File: src/rtl/div8_4_seq_pkg.sv
// Shared definitions for the 8/4 sequential restoring divider.
package div8_4_seq_pkg;

  localparam int DW_DEF = 8;
  localparam int VW_DEF = 4;

  // Divide-by-zero result pattern
  localparam logic [7:0] Q_DZ = 8'hFF;
  localparam logic [3:0] R_DZ = 4'hF;

  typedef enum logic [1:0] {
    S_IDLE = 2'd0,
    S_RUN  = 2'd1,
    S_FIN  = 2'd2
  } state_t;

endpackage

File: src/rtl/cla4.sv
// 4-bit carry-lookahead adder, the shared arithmetic building block.
module cla4 (
  input  logic [3:0] i_a,
  input  logic [3:0] i_b,
  input  logic       i_cin,
  output logic [3:0] o_sum,
  output logic       o_cout
);

  logic [3:0] w_p;
  logic [3:0] w_g;
  logic [4:0] w_c;

  assign w_p = i_a ^ i_b;
  assign w_g = i_a & i_b;

  // Flattened lookahead carries
  assign w_c[0] = i_cin;
  assign w_c[1] = w_g[0] | (w_p[0] & i_cin);
  assign w_c[2] = w_g[1] | (w_p[1] & w_g[0]) | (w_p[1] & w_p[0] & i_cin);
  assign w_c[3] = w_g[2] | (w_p[2] & w_g[1]) | (w_p[2] & w_p[1] & w_g[0])
                | (w_p[2] & w_p[1] & w_p[0] & i_cin);
  assign w_c[4] = w_g[3] | (w_p[3] & w_g[2]) | (w_p[3] & w_p[2] & w_g[1])
                | (w_p[3] & w_p[2] & w_p[1] & w_g[0])
                | (w_p[3] & w_p[2] & w_p[1] & w_p[0] & i_cin);

  assign o_sum  = w_p ^ w_c[3:0];
  assign o_cout = w_c[4];

endmodule

File: src/rtl/div_step.sv
// One restoring-division step: trial-subtract the divisor from the
// shifted partial remainder and keep the difference if it did not borrow.
module div_step (
  input  logic [4:0] i_pr,     // shifted partial remainder
  input  logic [3:0] i_d,      // divisor (non-zero)
  output logic [3:0] o_pr_nxt, // next partial remainder, always < divisor
  output logic       o_qbit
);

  logic [3:0] w_diff;
  logic       w_cout;

  // pr[3:0] - d as pr[3:0] + ~d + 1
  cla4 u_cla (
    .i_a    (i_pr[3:0]),
    .i_b    (~i_d),
    .i_cin  (1'b1),
    .o_sum  (w_diff),
    .o_cout (w_cout)
  );

  // A set bit 4 means pr >= 16 > d, so the subtract can never borrow then.
  // The kept difference is below d, so its bit 4 is always zero.
  assign o_qbit   = w_cout | i_pr[4];
  assign o_pr_nxt = o_qbit ? w_diff : i_pr[3:0];

endmodule

File: src/rtl/div8_4_seq.sv
// Sequential restoring divider: one quotient bit per clock with a
// START / BUSY / DONE handshake. DONE is a registered decode of FIN, so it
// rises the cycle after FIN is entered.
module div8_4_seq
  import div8_4_seq_pkg::*;
#(
  parameter int DW = DW_DEF,
  parameter int VW = VW_DEF   // the CLA step is fixed at 4 bits
) (
  input  logic          i_clk,
  input  logic          i_rst,
  input  logic          i_start,
  input  logic [DW-1:0] i_a,
  input  logic [VW-1:0] i_b,
  output logic          o_busy,
  output logic          o_done,
  output logic [DW-1:0] o_q,
  output logic [VW-1:0] o_r,
  output logic          o_dz
);

  localparam int CW = $clog2(DW + 1);

  state_t        r_state;
  logic [CW-1:0] r_cnt;
  logic [DW-1:0] r_a;      // dividend shifting out, quotient shifting in
  logic [VW-1:0] r_b;
  logic [VW-1:0] r_pr;     // partial remainder, always < divisor between steps
  logic          r_busy;
  logic          r_done;
  logic [DW-1:0] r_q;
  logic [VW-1:0] r_r;
  logic          r_dz;

  logic [VW-1:0] w_pr_nxt;
  logic          w_qbit;
  logic [DW-1:0] w_q_nxt;

  div_step u_step (
    .i_pr     ({r_pr, r_a[DW-1]}),
    .i_d      (r_b),
    .o_pr_nxt (w_pr_nxt),
    .o_qbit   (w_qbit)
  );

  assign w_q_nxt = {r_a[DW-2:0], w_qbit};

  // Control FSM, iteration counter, datapath and result registers
  always_ff @(posedge i_clk) begin
    if (i_rst) begin
      r_state <= S_IDLE;
      r_cnt   <= '0;
      r_a     <= '0;
      r_b     <= '0;
      r_pr    <= '0;
      r_busy  <= 1'b0;
      r_done  <= 1'b0;
      r_q     <= '0;
      r_r     <= '0;
      r_dz    <= 1'b0;
    end else begin
      r_done <= (r_state == S_FIN);
      case (r_state)
        S_IDLE: begin
          if (i_start) begin
            if (i_b != '0) begin
              r_a     <= i_a;
              r_b     <= i_b;
              r_pr    <= '0;
              r_cnt   <= CW'(DW);
              r_busy  <= 1'b1;
              r_state <= S_RUN;
            end else begin
              r_q     <= DW'(Q_DZ);
              r_r     <= VW'(R_DZ);
              r_dz    <= 1'b1;
              r_state <= S_FIN;
            end
          end
        end
        S_RUN: begin
          r_pr  <= w_pr_nxt;
          r_a   <= w_q_nxt;
          r_cnt <= r_cnt - 1'b1;
          if (r_cnt == CW'(1)) begin
            r_busy  <= 1'b0;
            r_q     <= w_q_nxt;
            r_r     <= w_pr_nxt;
            r_dz    <= 1'b0;
            r_state <= S_FIN;
          end
        end
        S_FIN:   r_state <= S_IDLE;
        default: r_state <= S_IDLE;
      endcase
    end
  end

  assign o_busy = r_busy;
  assign o_done = r_done;
  assign o_q    = r_q;
  assign o_r    = r_r;
  assign o_dz   = r_dz;

endmodule
File: config.mk
export PLATFORM = sky130hd
export DESIGN_NAME = div8_4_seq
export DESIGN_NICKNAME = d
export VERILOG_FILES = /design/src/rtl/div8_4_seq_pkg.sv /design/src/rtl/cla4.sv /design/src/rtl/div_step.sv /design/src/rtl/div8_4_seq.sv
export SDC_FILE = /design/constraint.sdc
export NUM_CORES = 1
export LEC_CHECK = 0
export CAP_MARGIN = 15
export CORE_UTILIZATION = 50
export CTS_CLUSTER_SIZE = 30
export DETAILED_ROUTE_END_ITERATION = 12
export MAX_ROUTING_LAYER = met4
export PLACE_DENSITY = 0.75
export SYNTH_ARGS = -nofsm -noshare
export SYNTH_HDL_FRONTEND = slang
export SYNTH_HIERARCHICAL = 1
export SYNTH_SLANG_ARGS = --single-unit
File: constraint.sdc
create_clock -name i_clk -period 2.9 [get_ports i_clk]
set_clock_uncertainty 0.15 [all_clocks]
set_input_delay 0.29 -clock i_clk [delete_from_list [all_inputs] [get_ports i_clk]]
set_output_delay 0.29 -clock i_clk [all_outputs]
set_load 0.05 [all_outputs]
==> flow_summary.yaml, run 1 <==
logic_synthesis:
  synthMuxAreaShare_pct: 2.76
  synth_cell_types: 41
  yosys_warnings: 6
  synth_flop_cell: "dfxtp_1"
  ys_ff_latch: 37
  synth-simple-area-share_pct: 19.2
  netlist_area_mm2: 0.00200
  postSynth.asyncResetShare_pct: 0
  synth-edff-count: 0
  synthCells: 229
  seq_area_frac_synth_pct: 37.1
  synthXorXnorAreaFrac_pct: 1.31
  avgSynthCellArea_um2: 8.73
  synth_top_family_by_area: "compound AO/OA/AOI/OAI gates"
  synth-compound-area-share_pct: 25.7
  synth_adder_area_share_pct: 4.76
clock_tree:
  cts_setup_buffers: 0
  cts.htree.levels: 2
  cts.reportedPaths.clkPinSlew_ns: 0.07
  cts-resized-gates: 0
  cts_hold_buf: 0
  cts_tree: "yes"
  numCtsBuffers: 5
  clock_sinks: 37
  root_buffer: "clkbuf_8"
  clockBufferDepth: 2
  clkLatencyLatePin_ns: 0.29
timing:
  rsz0062_at_grt: "no"
  fmax_mhz: 398
  hold_violations: 0
  max_slew_margin_pct: 35.9
  maxSlewViolCount: 0
  setup_viol: 0
  tightestPinTransition_ns: 0.962
  min_period_ns: 2.51
  setup_tns_ns: 0
  fin_crit_sh_pct: 86.6
floorplan:
  die_area_mm2: 0.00425
  pin_count: 30
  core_area_mm2: 0.00374
  initial_core_util_pct: 53.4
  num_rows: 22
  fp.dieH_um: 65.2
  die_w_um: 65.2
power:
  power.leakage_nw: 0.988
  vdd_ir_drop_max_mv: 0.291
  power_density_mw_per_mm2: 521
  finalPower_w: 0.00125
final_layout:
  area_growth_syn_to_layout_pct: 20.5
  mostFrequentLayoutCells: "dfxtp_1 (37), clkdlybuf4s50_1 (29), inv_1 (26), a21oi_1 (26), or3_1 (13)"
  drive_above_1_share_pct: 11.7
  final_common_cell: "dfxtp_1"
  fillers: 341
  stdcell_area_mm2: 0.00241
  num_antenna_cells: 0
  fin_nets: 278
setup_path:
  worst-setup-path-type: "reg -> reg"
  worst-path-max-fanout: 5
  cp_data_required_time_ns: 2.93
  cp-end-kind: "flop"
  crit_path_start_kind: "flop"
  cp.arrival_ns: 2.54
placed_design:
  port_buffers: 29
  placed_cell_area_mm2: 0.00232
  gp_congestion: 0.805
  dp_hpwl_um: 2950
grt:
  gr-usage-all-layers_pct: 22.8
  overflow: 0
  grt_pass1_wl_um: 7170
  grt_max_degree: 30
  antenna_found_initial: 0
  grt_pass1_vias: 1613
run_status:
  status: "completed"
route:
  postRouteWirelength_um: 4240
  first_iter_violations: 58
  route.detailed.drc: 0
  vias: 1724
  first_pass_iters: 4
  drt-vias-per-instance: 5.65
  wire_per_inst_um: 13.9
  postRouteAntennaNets: 0
min_path:
  hp-class: "reg -> reg"
run:
  cap_violations: 0
critical path, cell delays in order (launching register included):
cell     delay (ns)
dfxtp_1        0.33
inv_1          0.06
ha_1           0.26
a21o_1         0.19
a31o_1         0.23
a21o_1         0.21
nor2_4         0.14
mux2_2         0.36
or3_1          0.37
o211a_1        0.12
worst paths after layout:
kind | from | endpoint | slack, ns | cells past startpoint
max | r_b[0] | o_r[1] | 0.39 | 9
min | o_busy | o_busy | 0.32 | 2
max reg2reg | r_b[0] | o_r[1] | 0.39 | 9
min reg2reg | o_busy | o_busy | 0.32 | 2
per-stage QoR:
| step | hold WS (ns) | cells | util (%) | setup slack, ns |
|---|---|---|---|---|
| 5_1_grt | 0.345 | 305 | 64.3 | 0.254 |
| 3_5_place_dp | 0.308 | 297 | 62.0 | 0.374 |
| 2_1_floorplan | 0.304 | 230 | - | 0.496 |
| 4_1_cts | 0.325 | 305 | 64.3 | 0.373 |
| 6_report | 0.316 | 305 | 64.3 | 0.390 |
| 3_3_place_gp | 0.295 | 297 | 62.0 | 0.429 |
where the power goes:
group          internal (W)  switching, W  total, W
sequential         0.000547     0.0000315  0.000579
clock              0.000166      0.000187  0.000352
combinational      0.000148      0.000175  0.000324
layout make-up:
type	instances	area, um^2	share of cell area (%)
flip-flops and latches	37	741	30.8
multi-input cells	150	1080	44.9
well taps	48	60.1	2.49
inverters	26	97.6	4.05
repair buffers	36	343	14.2
clock buffers	5	68.8	2.86
clock inverters	3	17.5	0.727
kinds of logic after synthesis:
family | Yosys count
compound gates | 73
fa+ha+maj | 7
xor+xnor | 3
mux | 5
other cells | 1
simple gates | 60
flops | 37
buf+inv | 43
flip-flops by register name (all words and copies together) (netlist names):
register,cells
o_dz,1
o_r,4
r_pr,4
r_cnt,4
o_busy,1
r_b,4
o_q,8
r_state,2
o_done,1
r_a,8
Yosys cell counts (all sizes together), types with 2 or more instances:
cell / number / share of area, %
or3: 13 / 4.1
a21oi: 26 / 6.5
o21bai: 8 / 3.0
or3b: 4 / 1.8
ha: 6 / 3.8
nand2b: 7 / 2.6
a21o: 3 / 1.1
nor3b: 2 / 0.75
nand2: 6 / 1.1
mux2: 4 / 2.3
o211ai: 6 / 2.3
buf: 8 / 2.4
o21ai: 6 / 2.1
dfxtp: 37 / 37
nor4: 9 / 3.6
xnor2: 2 / 0.88
a211oi: 9 / 3.4
or2: 2 / 0.63
clkbuf: 9 / 1.7
o211a: 12 / 6.0
nor2: 12 / 2.6
inv: 26 / 4.9
layer usage:
metal | track usage (%) | vias up | wire length, um
met1 | 27.1 | 806 | 1940
met3 | 5.90 | 8 | 187
met4 | 8.70 | 0 | 89
met2 | 36.9 | 53 | 2030
li1 | - | 857 | -
met5 | - | - | 0
No activity file was read; power rests on OpenSTA's default activity.
==> run 2, diff against run 1 <==
- CTS_CLUSTER_SIZE: 30 -> unset
- GPL_TIMING_DRIVEN: unset -> 0
==> flow_summary.yaml, run 2 (same netlist as run 1, synthesis figures left out) <==
final_layout:
  mostFrequentLayoutCells: "dfxtp_1 (37), clkdlybuf4s50_1 (29), inv_1 (26), a21oi_1 (26), or3_1 (13)"
  num_antenna_cells: 0
  final_util_pct: 65.6
  drive_above_1_share_pct: 11.3
  stdcell_area_mm2: 0.00246
  fillers: 337
  fin_nets: 288
  area_growth_syn_to_layout_pct: 22.9
  final_common_cell: "dfxtp_1"
clock_tree:
  clock_sinks: 37
  clkLatencyLatePin_ns: 0.29
  cts_hold_buf: 0
  cts.reportedPaths.clkPinSlew_ns: 0.07
  cts-resized-gates: 0
  cts_setup_buffers: 0
  cts.htree.levels: 2
  numCtsBuffers: 5
  root_buffer: "clkbuf_8"
  clockBufferDepth: 2
  cts_tree: "yes"
grt:
  grt_use_met1_pct: 32.6
  overflow: 0
  antenna_found_initial: 0
  use_met2_pct: 39.4
  grt_pass1_vias: 1679
  grtUsageMet3_pct: 6.42
  gr-usage-all-layers_pct: 26.0
  busiest_layer: "met2"
  grt_max_degree: 12
  grt_pass1_wl_um: 8080
run_status:
  status: "completed"
floorplan:
  num_rows: 22
  die_area_mm2: 0.00425
  core_area_mm2: 0.00374
  pin_count: 30
  fp.dieH_um: 65.2
  die_w_um: 65.2
  initial_core_util_pct: 53.4
timing:
  tightestPinTransition_ns: 0.598
  rsz0062_at_grt: "no"
  hold_violations: 0
  min_period_ns: 2.54
  fin_hold_ws_ns: 0.307
  setup_tns_ns: 0
  maxSlewViolCount: 0
  setup_viol: 0
  fin_crit_sh_pct: 87.6
  fmax_mhz: 394
  max_slew_margin_pct: 59.9
setup_path:
  cp_data_required_time_ns: 2.94
  crit_path_top_delay_cell: "or3_1"
  crit_path_frequent_cell: "a21o_1"
  cp-end-kind: "flop"
  worst-path-max-fanout: 5
  crit_path_start_kind: "flop"
  worst-setup-path-type: "reg -> reg"
  crit_path_cell_trace: "inv_1 > ha_1 > a21o_1 > a31o_1 > a21o_1 > nor2_4 > mux2_2 > or3_1 > o211a_1"
  cp.arrival_ns: 2.58
  critPathMaxStageDelay_ns: 0.38
placed_design:
  placed_cell_area_mm2: 0.00235
  gp_congestion: 0.794
  dp_hpwl_um: 3190
  port_buffers: 29
power:
  power_density_mw_per_mm2: 547
  power.leakage_nw: 1.01
  vdd_ir_drop_max_mv: 0.518
route:
  route.detailed.drc: 0
  first_iter_violations: 99
  first_pass_iters: 4
  postRouteAntennaNets: 0
  drt-vias-per-instance: 5.59
  vias: 1754
  wire_per_inst_um: 14.4
  postRouteWirelength_um: 4510
min_path:
  hp-class: "reg -> reg"
run:
  cap_violations: 0
## run 2: cell count changes in the layout (fill, tap and decap cells not counted), sizes merged
cell,before,now
clkinvlp,1,0
clkinv,2,1
buf,7,8
bufinv,0,1
clkbuf,5,14
## run 2: power by group
| part | switching (W) | leakage, nW | internal (W) |
|---|---|---|---|
| clock network | 0.000183 | 0.0540 | 0.000250 |
| registers | 0.0000322 | 0.303 | 0.000547 |
| logic | 0.000182 | 0.651 | 0.000150 |
| total | 0.000397 | 1.01 | 0.000947 |
## run 2: through the flow
step | setup WS [ns] | total power, W | cells
detailed placement | 0.354 | 0.000921 | 307
CTS | 0.342 | 0.00135 | 314
floorplan | 0.496 | 0.000827 | 230
global route | 0.262 | 0.00142 | 314
finish | 0.359 | 0.00134 | 314
global placement | 0.387 | 0.000916 | 307
## run 2: path summary, 6_finish.rpt
kind / from / to / slack [ns] / cells past startpoint
worst min-delay path: o_busy / o_busy / 0.31 / 2
worst max register to register: r_b[0] / o_r[2] / 0.36 / 9
worst max-delay path: r_b[0] / o_r[2] / 0.36 / 9
worst min register to register: o_busy / o_busy / 0.31 / 2
## run 2: metal layers
| layer | up-vias | routed length (um) |
|---|---|---|
| li1 | 881 | - |
| met1 | 808 | 2070 |
| met2 | 55 | 2040 |
| met3 | 10 | 296 |
| met4 | 0 | 110 |
| met5 | - | 0 |
## run 2: layout make-up
type | count | area, um^2 | share of cell area, %
multi-input cells | 150 | 1080 | 44.0
flip-flops and latches | 37 | 741 | 30.2
repair buffers | 29 | 290 | 11.8
inverters | 26 | 97.6 | 3.97
plain buffers | 17 | 82.6 | 3.36
clock buffers | 5 | 68.8 | 2.80
well taps | 48 | 60.1 | 2.45
clock inverters | 2 | 35.0 | 1.43
## run 2: worst max-delay path, delay by kind of cell (launching register included)
| family | cells | cell delay, ns |
|---|---|---|
| compound gates | 4 | 0.74 |
| fa+ha+maj | 1 | 0.27 |
| buf+inv | 1 | 0.06 |
| flops | 1 | 0.33 |
| mux | 1 | 0.37 |
| simple gates | 2 | 0.52 |
==> run 3, diff against run 2 <==
- ABC_AREA: unset -> 0
- RECOVER_POWER: unset -> 50
==> flow_summary.yaml, run 3 (same netlist as run 1, synthesis figures left out) <==
power:
  power.leakage_nw: 1.05
  power_density_mw_per_mm2: 548
  vdd_ir_drop_max_mv: 0.517
setup_path:
  crit_path_top_delay_cell: "or3_1"
  crit_path_start_kind: "flop"
  crit_path_frequent_cell: "a21o_1"
  path_depth: 9
  worst-setup-path-type: "reg -> reg"
  cp-end-kind: "flop"
  r2r_cells: 9
  crit_path_cell_trace: "inv_1 > ha_1 > a21o_1 > a31o_1 > a21o_1 > nor2_4 > mux2_2 > or3_1 > o211a_1"
  worst-path-max-fanout: 5
  critPathMaxStageDelay_ns: 0.38
  cp_num_buf_inv: 1
  cp.arrival_ns: 2.58
  cp_data_required_time_ns: 2.94
  crit_family: "compound AO/OA/AOI/OAI gates"
floorplan:
  initial_core_util_pct: 53.4
  die_area_mm2: 0.00425
  num_rows: 22
  pin_count: 30
  core_area_mm2: 0.00374
  fp.dieH_um: 65.2
  die_w_um: 65.2
timing:
  hold_violations: 0
  setup_tns_ns: 0
  fmax_mhz: 394
  maxSlewViolCount: 0
  rsz0062_at_grt: "no"
  fin_crit_sh_pct: 87.6
  setup_viol: 0
  tightestPinTransition_ns: 0.618
  max_slew_margin_pct: 58.4
  min_period_ns: 2.54
route:
  first_pass_iters: 4
  postRouteWirelength_um: 4530
  first_iter_violations: 106
  vias: 1764
  wire_per_inst_um: 14.4
  route.detailed.drc: 0
  drt-vias-per-instance: 5.62
  postRouteAntennaNets: 0
final_layout:
  mostFrequentLayoutCells: "dfxtp_1 (37), inv_1 (26), a21oi_1 (26), dlygate4sd3_1 (16)"
  area_growth_syn_to_layout_pct: 22.1
  final_common_cell: "dfxtp_1"
  drive_above_1_share_pct: 10.2
  num_antenna_cells: 0
  final_util_pct: 65.2
  fillers: 338
  fin_nets: 288
run_status:
  status: "completed"
clock_tree:
  clkLatencyLatePin_ns: 0.29
  cts_setup_buffers: 0
  cts_tree: "yes"
  cts_hold_buf: 0
  clock_sinks: 37
  cts.reportedPaths.clkPinSlew_ns: 0.07
  root_buffer: "clkbuf_8"
  cts.htree.levels: 2
  clockBufferDepth: 2
  numCtsBuffers: 5
  cts-resized-gates: 0
min_path:
  hp-class: "reg -> reg"
  whs_path_depth: 2
grt:
  antenna_found_initial: 0
  grt_pass1_wl_um: 8080
  overflow: 0
  grt_pass1_vias: 1679
  gr-usage-all-layers_pct: 26.0
  grt_max_degree: 12
placed_design:
  dp_hpwl_um: 3190
  port_buffers: 29
  gp_congestion: 0.794
run:
  cap_violations: 0
## run 3: changes by cell type in the layout (fill, tap and decap cells not counted)
cell             change
o21ai_4              -1
clkdlybuf4s50_1     -16
clkbuf_1             +2
dlygate4sd3_1       +16
buf_2                -1
o21ai_0              +1
buf_4                -1
## run 3: final cells by class
class | count | area [um^2] | share of cell area, %
Tap cell | 48 | 60.1 | 2.46
Timing Repair Buffer | 29 | 290 | 11.9
Inverter | 26 | 97.6 | 4.00
Clock inverter | 2 | 35.0 | 1.44
Sequential cell | 37 | 741 | 30.4
Buffer | 17 | 77.6 | 3.18
Clock buffer | 5 | 68.8 | 2.82
Multi-Input combinational cell | 150 | 1070 | 43.8
## run 3: worst paths after layout
check	startpoint	end	slack, ns
setup / recovery	r_b[0]	o_r[2]	0.36
hold reg to reg	o_busy	o_busy	0.30
hold / removal	o_busy	o_busy	0.30
setup reg to reg	r_b[0]	o_r[2]	0.36
## run 3: metal layers
layer	part of all wire [%]	up-vias	global-route usage, %
met5	0	-	-
met2	45	59	39.4
met1	47	816	32.6
li1	-	883	-
met3	6.8	6	6.42
met4	1.8	0	12.0
## run 3: worst reg2reg max path, delay by kind of cell (launching register included)
kind | cells | cell delay (ns)
mux | 1 | 0.37
flops | 1 | 0.33
simple gates | 2 | 0.52
compound gates | 4 | 0.74
buf+inv | 1 | 0.06
fa+ha+maj | 1 | 0.27
## run 3: metrics by stage
step / worst slack, ns / instances / total power (W) / instance area [um^2] / hold WS [ns]
4_1_cts: 0.342 / 314 / 0.00135 / 2460 / 0.309
3_3_place_gp: 0.387 / 307 / 0.000916 / 2350 / 0.302
2_1_floorplan: 0.496 / 230 / 0.000827 / 2000 / 0.304
6_report: 0.359 / 314 / 0.00134 / 2440 / 0.302
5_1_grt: 0.262 / 314 / 0.00141 / 2440 / 0.332
3_5_place_dp: 0.354 / 307 / 0.000921 / 2350 / 0.297
## run 3: power by group
| group | switching [W] | internal, W | total [W] |
|---|---|---|---|
| clock network | 0.000183 | 0.000250 | 0.000433 |
| logic | 0.000181 | 0.000145 | 0.000326 |
| registers | 0.0000317 | 0.000547 | 0.000579 |
| total | 0.000396 | 0.000942 | 0.00134 |
